--- src/rtl/rr_select_arbiter.sv ---
// Round-robin arbiter driving active-low one-hot select lines. A grant is held
// until the owner strobes done or the optional hold limit forces a release.
module rr_select_arbiter #(
    parameter int SIZE     = 2,
    parameter int HOLD_MAX = 16
) (
    input  logic                  clk,
    input  logic                  rst,
    input  logic [(1<<SIZE)-1:0]  req,
    input  logic                  done,
    output logic [(1<<SIZE)-1:0]  sel_n,
    output logic [SIZE-1:0]       gnt_idx,
    output logic                  busy,
    output logic                  timeout
);

    localparam int N = 1 << SIZE;
    localparam logic [N-1:0]  ONE_HOT0  = N'(1);
    localparam logic [15:0]   HOLD_LAST = 16'(HOLD_MAX - 1);

    typedef enum logic {
        IDLE = 1'b0,
        BUSY = 1'b1
    } state_t;

    state_t          state;
    logic [SIZE-1:0] ptr;
    logic [15:0]     cnt;

    logic            pick_valid;
    logic [SIZE-1:0] pick_idx;
    logic [SIZE-1:0] cand;
    logic            hold_expired;

    // Walk offsets from N down to 1 so the smallest offset (ptr+1) wins last;
    // offset N wraps to ptr itself, which therefore has the lowest priority.
    always_comb begin
        pick_valid = 1'b0;
        pick_idx   = ptr;
        cand       = ptr;
        for (int i = N; i >= 1; i--) begin
            cand = ptr + SIZE'(i);
            if (req[cand]) begin
                pick_valid = 1'b1;
                pick_idx   = cand;
            end
        end
    end

    assign hold_expired = (HOLD_MAX != 0) && (cnt == HOLD_LAST);

    // NOTE: every register here is updated with <= so all of them see the
    // values from before the edge; blocking writes would leak between them.
    always_ff @(posedge clk) begin
        if (rst) begin
            state   <= IDLE;
            sel_n   <= '1;
            gnt_idx <= '0;
            busy    <= 1'b0;
            timeout <= 1'b0;
            cnt     <= '0;
            ptr     <= '1;
        end else begin
            timeout <= 1'b0;
            case (state)
                IDLE: begin
                    cnt <= '0;
                    if (pick_valid) begin
                        state   <= BUSY;
                        sel_n   <= ~(ONE_HOT0 << pick_idx);
                        gnt_idx <= pick_idx;
                        busy    <= 1'b1;
                        ptr     <= pick_idx;
                    end
                end
                BUSY: begin
                    if (done || hold_expired) begin
                        // done outranks the hold limit, so timeout only
                        // fires on a release the owner did not ask for.
                        state   <= IDLE;
                        sel_n   <= '1;
                        busy    <= 1'b0;
                        cnt     <= '0;
                        timeout <= !done;
                    end else begin
                        cnt <= cnt + 16'd1;
                    end
                end
                default: begin
                    state <= IDLE;
                    sel_n <= '1;
                    busy  <= 1'b0;
                    cnt   <= '0;
                end
            endcase
        end
    end

endmodule

--- config.mk ---
export PLATFORM = sky130hd
export DESIGN_NAME = rr_select_arbiter
export DESIGN_NICKNAME = d
export VERILOG_FILES = /design/src/rtl/rr_select_arbiter.sv
export SDC_FILE = /design/constraint.sdc
export NUM_CORES = 1
export LEC_CHECK = 0
export BUFFER_PORTS_ARGS = -buffer_cell sky130_fd_sc_hd__buf_2
export CORE_MARGIN = 5
export CORE_UTILIZATION = 50
export CTS_BUF_LIST = sky130_fd_sc_hd__clkbuf_8 sky130_fd_sc_hd__clkbuf_16
export DETAILED_ROUTE_END_ITERATION = 6
export PLACE_DENSITY = 0.7
export SLEW_MARGIN = 25
export SYNTH_ARGS = -nofsm -noshare
export SYNTH_HDL_FRONTEND = slang
export SYNTH_SLANG_ARGS = --single-unit
export TNS_END_PERCENT = 5
--- constraint.sdc ---
create_clock -name clk -period 3.95 [get_ports clk]
set_input_delay 0 -clock clk [delete_from_list [all_inputs] [get_ports clk]]
set_output_delay 0 -clock clk [all_outputs]
set_load 0.02 [all_outputs]
==> flow_metrics.py, run 1 <==
metrics = {
    "cts": {
        "cts_hold_buf": 0,
        "cts_made_buffers": 3,
        "cts.repair.resized": 0,
        "root_buffer": "clkbuf_8",
        "cts_tree": "done",
        "clk_pin_slew_ns": 0.09,
        "cts_buffer_depth": 2,
        "worst_skew_pair.late_latency_ns": 0.27,
        "htreeDepth": 1,
        "cts_setup_buffers": 0,
        "cts.sinks": 27,
    },
    "route": {
        "ant_nets": 0,
        "routedWlPerCell_um": 12.9,
        "wl_mm": 2.29,
        "viasPerCell": 5.53,
        "drc": 0,
        "drt-initial-drc-count": 38,
        "first_pass_iters": 4,
        "vias": 979,
    },
    "synthesis": {
        "ys_async_sr_fraction_pct": 0,
        "syn_avg_cell_area_um2": 8.82,
        "synth_edf_count": 0,
        "syn-num-nets": 143,
        "synth_cell_type_count": 34,
        "yosysWarnings": 0,
        "synth_seq_cells": 27,
        "synth_flop_cell": "dfxtp_1",
        "ys_seq_area_share_pct": 45.4,
        "syn_inst": 135,
        "syn_area_mm2": 0.00119,
    },
    "floorplan": {
        "die_h_um": 58.8,
        "die_w_um": 58.8,
        "core_mm2": 0.00223,
        "ios": 15,
        "placement_rows": 17,
        "start_util_pct": 53.3,
        "die-area_mm2": 0.00346,
    },
    "timing": {
        "finalWorstPathRequiredPeriod_ns": 1.76,
        "clock.fmax_mhz": 567,
        "max_slew.worst_pin.slew_ns": 0.604,
        "slew_headroom_pct": 59.4,
        "fin_skew_ns": 0.00361,
        "finalWorstSetupSlack_ns": 2.19,
        "finalCritPeriodShare_pct": 44.6,
        "setup_violations": 0,
        "grt_setup_unrepaired": "false",
        "setup-tns-final_ns": 0,
        "maxSlewViolCount": 0,
        "finalHoldViolations": 0,
    },
    "final_layout": {
        "nets": 158,
        "fillers": 207,
        "multiInputGateArea_um2": 616,
        "syn_to_final_growth_pct": 11.2,
        "regArea_um2": 541,
        "antennaDiodeCount": 0,
        "drive_gt1_share_pct": 15.4,
    },
    "critical_path": {
        "critPathLaunchType": "register",
        "cp_data_required_time_ns": 4.17,
        "critPathKind": "reg -> reg",
        "worst-path-max-fanout": 5,
        "arrival_ns": 1.99,
        "reg2reg_depth": 5,
        "endpoint_kind": "register",
    },
    "global_routing": {
        "gr-total-overflow": 0,
        "antenna_found_initial": 0,
        "grt_pass1_vias": 909,
        "grt_pass1_wl_mm": 3.86,
        "grt_util_all_layers_pct": 14.1,
        "grt_start_max_net_pins": 17,
    },
    "flow_run": {
        "cap_viol_max_count": 0,
    },
    "worst_hold_path": {
        "min_path_cells": 2,
        "hold_class": "in -> reg",
    },
    "placement": {
        "dpl.hpwl_mm": 1.69,
        "dp_slack_ns": 2.20,
        "gp_congestion": 0.787,
        "io_buffers": 14,
    },
    "power_and_ir_drop": {
        "leakage_nw": 0.499,
        "peakVddDrop_v": 0.000299,
        "power_density_mw_per_mm2": 391,
    },
    "outcome": {
        "status": "completed",
    },
}
[sequential cells by signal (all words and copies together) (netlist names)]
name,count
gnt_idx,2
ptr,2
timeout,1
cnt,16
busy,1
state,1
sel_n,4
[critical path, cell delays in order (launching register included)]
cell	delay [ns]
dfxtp_1	0.36
ha_1	0.24
and3_2	0.25
and4_1	0.21
o21ai_0	0.43
o211a_1	0.22
[layout make-up]
class                           instances  area share (%)
Inverter                                5            1.42
Timing Repair Buffer                   14            5.29
Clock inverter                          1           0.283
Sequential cell                        27            40.8
Multi-Input combinational cell         99            46.5
Tap cell                               28            2.64
Clock buffer                            3            3.12
[cell usage in the layout, fill, tap and decap left out, drive strengths merged]
master | synthesis | routed
a211oi | 1 | 1
o31ai | 2 | 2
a32oi | 4 | 4
nor2 | 22 | 22
clkbuf | 3 | 3
nor3 | 7 | 7
nand3 | 4 | 4
o21ai | 4 | 4
and4 | 2 | 2
xor2 | 5 | 5
ha | 1 | 1
dfxtp | 27 | 27
nor3b | 1 | 1
and3b | 1 | 1
nor4 | 9 | 9
nand4 | 4 | 4
or3 | 2 | 2
nor2b | 1 | 1
a21oi | 4 | 4
mux2i | 1 | 1
or4 | 1 | 1
a211o | 1 | 1
or2 | 2 | 2
and3 | 3 | 3
o211a | 1 | 1
inv | 5 | 6
o31a | 1 | 1
nand2b | 1 | 1
xnor2 | 8 | 8
buf | 1 | 14
nand2 | 6 | 6
[per-layer routing]
layer / track usage [%] / vias up / part of all wire [%]
li1: - / 511 / -
met1: 18.5 / 448 / 52
met2: 21.9 / 15 / 41
met3: 3.07 / 5 / 4.7
met4: 6.80 / 0 / 1.4
met5: 0 / - / 0
[logic make-up (layout without fill, tap and decap cells)]
family,count (synthesis),after routing,synth area share [%]
adder cells (fa/ha/maj),1,1,1.05
multiplexers,1,1,0.840
buffers and inverters,9,23,2.94
XOR/XNOR,13,13,9.56
AND/OR/NAND/NOR,66,66,29.7
AO/OA/AOI/OAI,18,18,10.5
flip-flops,27,27,45.4
[metrics by stage]
step	power, mW	utilization, %	instance area (um^2)	std cells	hold slack [ns]
after floorplan	0.349	-	1190	135	0.185
after global placement	0.370	57.3	1280	173	0.320
after detailed placement	0.371	57.3	1280	173	0.330
after CTS	0.521	59.3	1330	177	0.0395
after global routing	0.543	59.3	1330	177	0.0597
final	0.518	59.3	1330	177	0.0449
[Yosys cell counts (2+ instances only)]
| cell type | instances | share of area [%] |
|---|---|---|
| nor4_1 | 9 | 4.7 |
| nand3_1 | 4 | 1.7 |
| inv_1 | 5 | 1.6 |
| nand4_1 | 2 | 1.1 |
| a32oi_1 | 4 | 2.9 |
| nor2_1 | 22 | 6.9 |
| or2_2 | 2 | 1.1 |
| o21ai_0 | 4 | 1.7 |
| and3_1 | 2 | 1.1 |
| dfxtp_1 | 27 | 45 |
| clkbuf_1 | 3 | 0.95 |
| nand4_2 | 2 | 2.1 |
| nor3_1 | 7 | 2.9 |
| a21oi_1 | 4 | 1.7 |
| or3_1 | 2 | 1.1 |
| xnor2_1 | 8 | 5.9 |
| xor2_1 | 5 | 3.7 |
| o31ai_1 | 2 | 1.3 |
| nand2_1 | 6 | 1.9 |
[where the power goes]
group          switching (mW)  leakage (nW)  internal, mW  total, mW
combinational          0.0434         0.252        0.0259     0.0694
sequential             0.0107         0.220         0.285      0.296
clock                  0.0828        0.0269        0.0697      0.153
total                   0.137         0.499         0.381      0.518
[worst paths after layout]
kind,from,to,slack (ns)
max,cnt[0],busy,2.19
min reg2reg,cnt[0],cnt[0],0.49
max reg2reg,cnt[0],busy,2.19
min,rst,gnt_idx[1],0.04
(Power assumes the default switching activity.)
==> run 2, diff against run 1 <==
--- a/config.mk
+++ b/config.mk
@@ -10,7 +10,7 @@
 export CORE_UTILIZATION = 50
 export CTS_BUF_LIST = sky130_fd_sc_hd__clkbuf_8 sky130_fd_sc_hd__clkbuf_16
 export DETAILED_ROUTE_END_ITERATION = 6
-export PLACE_DENSITY = 0.7
+export PLACE_DENSITY = 0.73
 export SLEW_MARGIN = 25
 export SYNTH_ARGS = -nofsm -noshare
 export SYNTH_HDL_FRONTEND = slang
==> constraint.sdc (replaced) <==
create_clock -name clk -period 1.6 [get_ports clk]
set_input_delay 0 -clock clk [delete_from_list [all_inputs] [get_ports clk]]
set_output_delay 0 -clock clk [all_outputs]
set_load 0.02 [all_outputs]
==> run 2 against run 1 <==
Against the previous run: power up 150%; global-route usage up 0.93 points; die area stayed put; non-clock buffer count increased by 9; sequential cell count did not move; critical path depth shrank 1; combinational power rose to 2.6 times the previous value; critical path type unchanged.
==> flow_metrics.py, run 2 (synthesis results as in run 1) <==
metrics = {
    "timing": {
        "setup-tns-final_ns": 0,
        "maxSlewViolCount": 0,
        "setup_violations": 0,
        "finalHoldViolations": 0,
        "clock.fmax_mhz": 635,
        "fin_skew_ns": 0.00969,
        "hold_ws_ns": 0.0543,
        "grt_setup_unrepaired": "true",
        "slew_headroom_pct": 53.0,
        "finalWorstPathRequiredPeriod_ns": 1.57,
        "max_slew.worst_pin.slew_ns": 0.699,
        "finalCritPeriodShare_pct": 98.4,
    },
    "cts": {
        "cts_tree": "done",
        "cts.sinks": 27,
        "worst_skew_pair.late_latency_ns": 0.27,
        "cts_setup_buffers": 0,
        "cts_buffer_depth": 2,
        "htreeDepth": 1,
        "cts_made_buffers": 3,
        "root_buffer": "clkbuf_8",
        "clk_pin_slew_ns": 0.09,
    },
    "placement": {
        "gp_congestion": 0.813,
        "postPlaceCellArea_mm2": 0.00135,
        "io_buffers": 14,
        "dpl.hpwl_mm": 1.85,
    },
    "global_routing": {
        "grt_start_max_net_pins": 17,
        "grt_pass1_wl_mm": 4.11,
        "gr-total-overflow": 0,
        "busiest_layer": "met2",
        "grt_util_met2_pct": 21.6,
        "met1_usage_pct": 21.5,
        "antenna_found_initial": 0,
        "met3_usage_pct": 3.73,
        "grt_pass1_vias": 897,
        "grt_util_all_layers_pct": 15.1,
    },
    "flow_run": {
        "cap_viol_max_count": 0,
    },
    "floorplan": {
        "die_w_um": 58.8,
        "ios": 15,
        "die-area_mm2": 0.00346,
        "core_mm2": 0.00223,
        "start_util_pct": 53.3,
        "placement_rows": 17,
        "die_h_um": 58.8,
    },
    "critical_path": {
        "worst-path-max-fanout": 5,
        "critPathKind": "reg -> reg",
        "cp_data_required_time_ns": 1.81,
        "arrival_ns": 1.78,
        "reg2reg_slack_ns": 0.03,
        "critPathLaunchType": "register",
        "reg2reg_depth": 4,
        "r2r_end": "cnt[15]",
        "rr_startpoint": "cnt[0]",
        "endpoint_kind": "register",
    },
    "power_and_ir_drop": {
        "power_frac_comb_pct": 14.0,
        "p_sw_mw": 0.342,
        "p_seq_share_pct": 57.0,
        "swShare_pct": 26.6,
        "power.internal_mw": 0.943,
        "power_density_mw_per_mm2": 902,
        "peakVddDrop_v": 0.000561,
        "clkPwrFrac_pct": 29.0,
        "leakage_nw": 0.546,
    },
    "route": {
        "drc": 0,
        "viasPerCell": 5.72,
        "ant_nets": 0,
        "wl_mm": 2.57,
        "first_pass_iters": 4,
        "drt-initial-drc-count": 58,
        "routedWlPerCell_um": 13.8,
        "vias": 1063,
    },
    "final_layout": {
        "drive_gt1_share_pct": 25.3,
        "fillers": 197,
        "multiInputGateArea_um2": 639,
        "design_area_mm2": 0.00142,
        "reg_top3": "cnt x16, sel_n x4",
        "final_common_cell": "dfxtp_1",
        "regArea_um2": 548,
        "nets": 167,
        "regMostFlops": "cnt",
        "syn_to_final_growth_pct": 19.5,
        "layout_common_cells": "dfxtp_1, nor2_1, buf_2, buf_4",
        "antennaDiodeCount": 0,
        "largest_reg_flops": 16,
    },
    "worst_hold_path": {
        "hold_start": "rst",
        "hold_class": "in -> reg",
        "worstHoldEndpoint": "gnt_idx[1]",
        "min_path_cells": 2,
    },
    "outcome": {
        "status": "completed",
    },
}
run 2: routing by layer:
metal | share of wire, % | up-vias
li1 | - | 530
met1 | 47 | 494
met2 | 46 | 35
met3 | 5.9 | 4
met4 | 1.1 | 0
met5 | 0 | -
run 2: critical path, stage by stage, from the launching register on:
cell,delay [ns]
dfxtp_4,0.38
nand4_2,0.12
or3_4,0.41
or4_1,0.48
a21oi_1,0.13
run 2: worst max path at each step:
| stage | slack [ns] | startpoint | endpoint |
|---|---|---|---|
| global placement | 0.01 | cnt[1] | busy |
| global route | -0.04 | cnt[0] | cnt[15] |
| floorplan | 0.03 | cnt[1] | cnt[12] |
| CTS | 0.02 | cnt[0] | cnt[15] |
| finish | 0.03 | cnt[0] | cnt[15] |
| detailed placement | -0.03 | cnt[0] | busy |
run 2: repair_timing:
item | CTS | global route
resized for setup | 4 | 6
pin swaps | 0 | 1
hold buffers | 0 | 0
setup endpoints to repair | 8 | 5
run 2: metrics by stage:
stage | total power [mW] | utilization, % | worst slack [ns] | instances
after floorplan | 0.867 | - | 0.0267 | 135
after global placement | 0.913 | 60.6 | 0.00970 | 182
after detailed placement | 0.919 | 60.6 | -0.0264 | 182
after CTS | 1.28 | 62.9 | 0.0198 | 186
after global routing | 1.34 | 63.8 | -0.0382 | 186
final | 1.28 | 63.8 | 0.0255 | 186
run 2: power by group through the flow:
stage	clock network (mW)	registers, mW	logic [mW]
3_3_place_gp	0	0.745	0.168
6_report	0.373	0.732	0.180
5_1_grt	0.406	0.737	0.198
2_1_floorplan	0	0.762	0.105
4_1_cts	0.371	0.732	0.175
3_5_place_dp	0	0.749	0.171
run 2: final cells by class:
cell class | count | share of cell area [%]
multi-input combinational | 99 | 44.9
sequential | 27 | 38.5
timing repair buffer | 23 | 9.67
clock buffer | 3 | 2.90
tap | 28 | 2.46
inverter | 5 | 1.32
clock inverter | 1 | 0.264
==> run 3, diff against run 2 <==
--- a/config.mk
+++ b/config.mk
@@ -5,12 +5,11 @@
 export SDC_FILE = /design/constraint.sdc
 export NUM_CORES = 1
 export LEC_CHECK = 0
-export BUFFER_PORTS_ARGS = -buffer_cell sky130_fd_sc_hd__buf_2
+export BUFFER_PORTS_ARGS = -buffer_cell sky130_fd_sc_hd__buf_4
 export CORE_MARGIN = 5
-export CORE_UTILIZATION = 50
+export CORE_UTILIZATION = 35
 export CTS_BUF_LIST = sky130_fd_sc_hd__clkbuf_8 sky130_fd_sc_hd__clkbuf_16
 export DETAILED_ROUTE_END_ITERATION = 6
-export PLACE_DENSITY = 0.73
 export SLEW_MARGIN = 25
 export SYNTH_ARGS = -nofsm -noshare
 export SYNTH_HDL_FRONTEND = slang
==> run 3 against run 2 <==
Against the previous run: global-route usage fell by 3.3 points; first-iteration DRC count rose by 67%; largest power group unchanged; largest cell class unchanged; sequential cell count did not move; via count fell by 4.6%; wire length fell by 6.7%; critical path type unchanged; sequential share of layout area fell by 1.6 points; power rose by 1.0%.
==> flow_metrics.py, run 3 (synthesis results as in run 1) <==
metrics = {
    "global_routing": {
        "grt_pass1_vias": 953,
        "antenna_found_initial": 0,
        "grt_util_all_layers_pct": 11.8,
        "grt_start_max_net_pins": 17,
        "gr-total-overflow": 0,
        "grt_pass1_wl_mm": 4.11,
    },
    "final_layout": {
        "regMostFlops": "cnt",
        "final_common_cell": "buf_4",
        "drive_gt1_share_pct": 25.2,
        "nets": 168,
        "largest_reg_flops": 16,
        "antennaDiodeCount": 0,
        "reg_top3": "cnt x16, sel_n x4",
        "syn_to_final_growth_pct": 25.5,
        "fin_util_pct": 45.2,
        "layout_common_cells": "buf_4, nor2_1, dfxtp_1, nor4_1, xnor2_1",
    },
    "timing": {
        "grt_setup_unrepaired": "true",
        "max_slew.worst_pin.slew_ns": 0.627,
        "maxSlewViolCount": 0,
        "finalCritPeriodShare_pct": 95.2,
        "setup_violations": 0,
        "finalHoldViolations": 0,
        "slew_headroom_pct": 57.8,
        "fin_skew_ns": 0.00589,
        "clock.fmax_mhz": 656,
        "finalWorstPathRequiredPeriod_ns": 1.52,
        "finalWorstSetupSlack_ns": 0.0762,
    },
    "floorplan": {
        "ios": 15,
        "core_mm2": 0.00331,
        "die_h_um": 68.3,
        "die-area_mm2": 0.00467,
        "die_w_um": 68.3,
        "start_util_pct": 36.0,
        "placement_rows": 21,
    },
    "route": {
        "ant_nets": 0,
        "route.top_layer_used": "met4",
        "vias": 1014,
        "met2_length_mm": 1.13,
        "drc": 0,
        "first_pass_iters": 4,
        "wl_met1_mm": 1.10,
        "met3_length_um": 134,
        "viasPerCell": 4.95,
        "wl_mm": 2.40,
        "routedWlPerCell_um": 11.7,
        "drt-initial-drc-count": 97,
    },
    "worst_hold_path": {
        "hold_start": "done",
        "min_path_cells": 4,
        "hold_class": "in -> reg",
        "worstHoldEndpoint": "timeout",
    },
    "critical_path": {
        "max_stage_delay_ns": 0.47,
        "r2r_end": "cnt[15]",
        "critPathKind": "reg -> reg",
        "reg2reg_slack_ns": 0.08,
        "worst-path-max-fanout": 3,
        "arrival_ns": 1.73,
        "slowest_stage": "or4_1",
        "worstPathCellList": "nand4_4 -> or3_4 -> or4_1 -> a21oi_1",
        "endpoint_kind": "register",
        "rr_startpoint": "cnt[0]",
        "cp_data_required_time_ns": 1.81,
        "critPathLaunchType": "register",
        "reg2reg_depth": 4,
    },
    "outcome": {
        "status": "completed",
    },
    "placement": {
        "gp_congestion": 0.750,
        "dp_slack_ns": -0.0372,
        "dpl.hpwl_mm": 1.82,
        "io_buffers": 14,
    },
    "cts": {
        "root_buffer": "clkbuf_8",
        "htreeDepth": 1,
        "cts_buffer_depth": 2,
        "cts_made_buffers": 3,
        "cts_tree": "done",
        "cts.sinks": 27,
        "worst_skew_pair.late_latency_ns": 0.27,
        "clk_pin_slew_ns": 0.09,
    },
    "power_and_ir_drop": {
        "leakage_nw": 0.570,
        "power_density_mw_per_mm2": 868,
        "p_total_mw": 1.30,
        "peakVddDrop_v": 0.000578,
    },
    "flow_run": {
        "cap_viol_max_count": 0,
    },
}
[run 3: cell types whose count changed in the layout (fill, tap and decap cells not counted)]
cell           delta
clkinv_2          +1
nand4_2           -1
buf_2            -14
o21ai_1           +1
nor4_1            +1
nor4_2            -1
dfxtp_4           +1
nand4_4           +1
o21ai_2           -1
dlygate4sd3_1     +1
dfxtp_1           -1
buf_4            +14
inv_1             -1
[run 3: cell type report]
cell class | instances | area, um^2
clock buffer | 3 | 41.3
clock inverter | 1 | 5.00
fill | 351 | 1820
inverter | 5 | 18.8
multi-input combinational | 99 | 638
sequential | 27 | 552
tap | 46 | 57.6
timing repair buffer | 24 | 183
[run 3: through the flow]
stage	hold slack, ns	TNS (ns)	cells	instance area [um^2]
after floorplan	0.185	0	135	1210
after global placement	0.268	0	200	1410
after detailed placement	0.272	-0.0669	200	1410
final	0.0458	0	205	1500
after CTS	0.0358	0	205	1470
after global routing	0.0537	-0.00607	205	1500
[run 3: critical path, delay by kind of cell (launching register included)]
family             cells  cell delay, ns
and+or+nand+nor        3            0.98
DFF                    1            0.37
AOI/OAI and AO/OA      1            0.12
[run 3: power by group]
group          switching [mW]  internal [mW]  total (mW)
Sequential             0.0272          0.702       0.729
Combinational           0.109         0.0834       0.192
Clock                   0.203          0.174       0.377
[run 3: worst max path at each step]
stage / start / end / slack [ns]
after floorplan: cnt[1] / cnt[12] / 0.03
after global placement: cnt[1] / cnt[15] / 0.02
after detailed placement: cnt[1] / sel_n[1] / -0.04
after CTS: cnt[0] / cnt[15] / 0.03
after global routing: cnt[6] / cnt[15] / -0.006
final: cnt[0] / cnt[15] / 0.08
[run 3: repair_timing]
action	4_1_cts	5_1_grt
setup endpoints to repair	3	11
resized for setup	3	8
hold endpoints to repair	2	0
hold buffers	1	0
setup buffers	0	0
pin swaps	0	1
[run 3: per-layer routing]
layer,vias to the layer above,GRT usage [%]
li1,537,-
met1,455,13.7
met2,20,20.3
met3,2,3.78
met4,0,3.72
met5,-,0
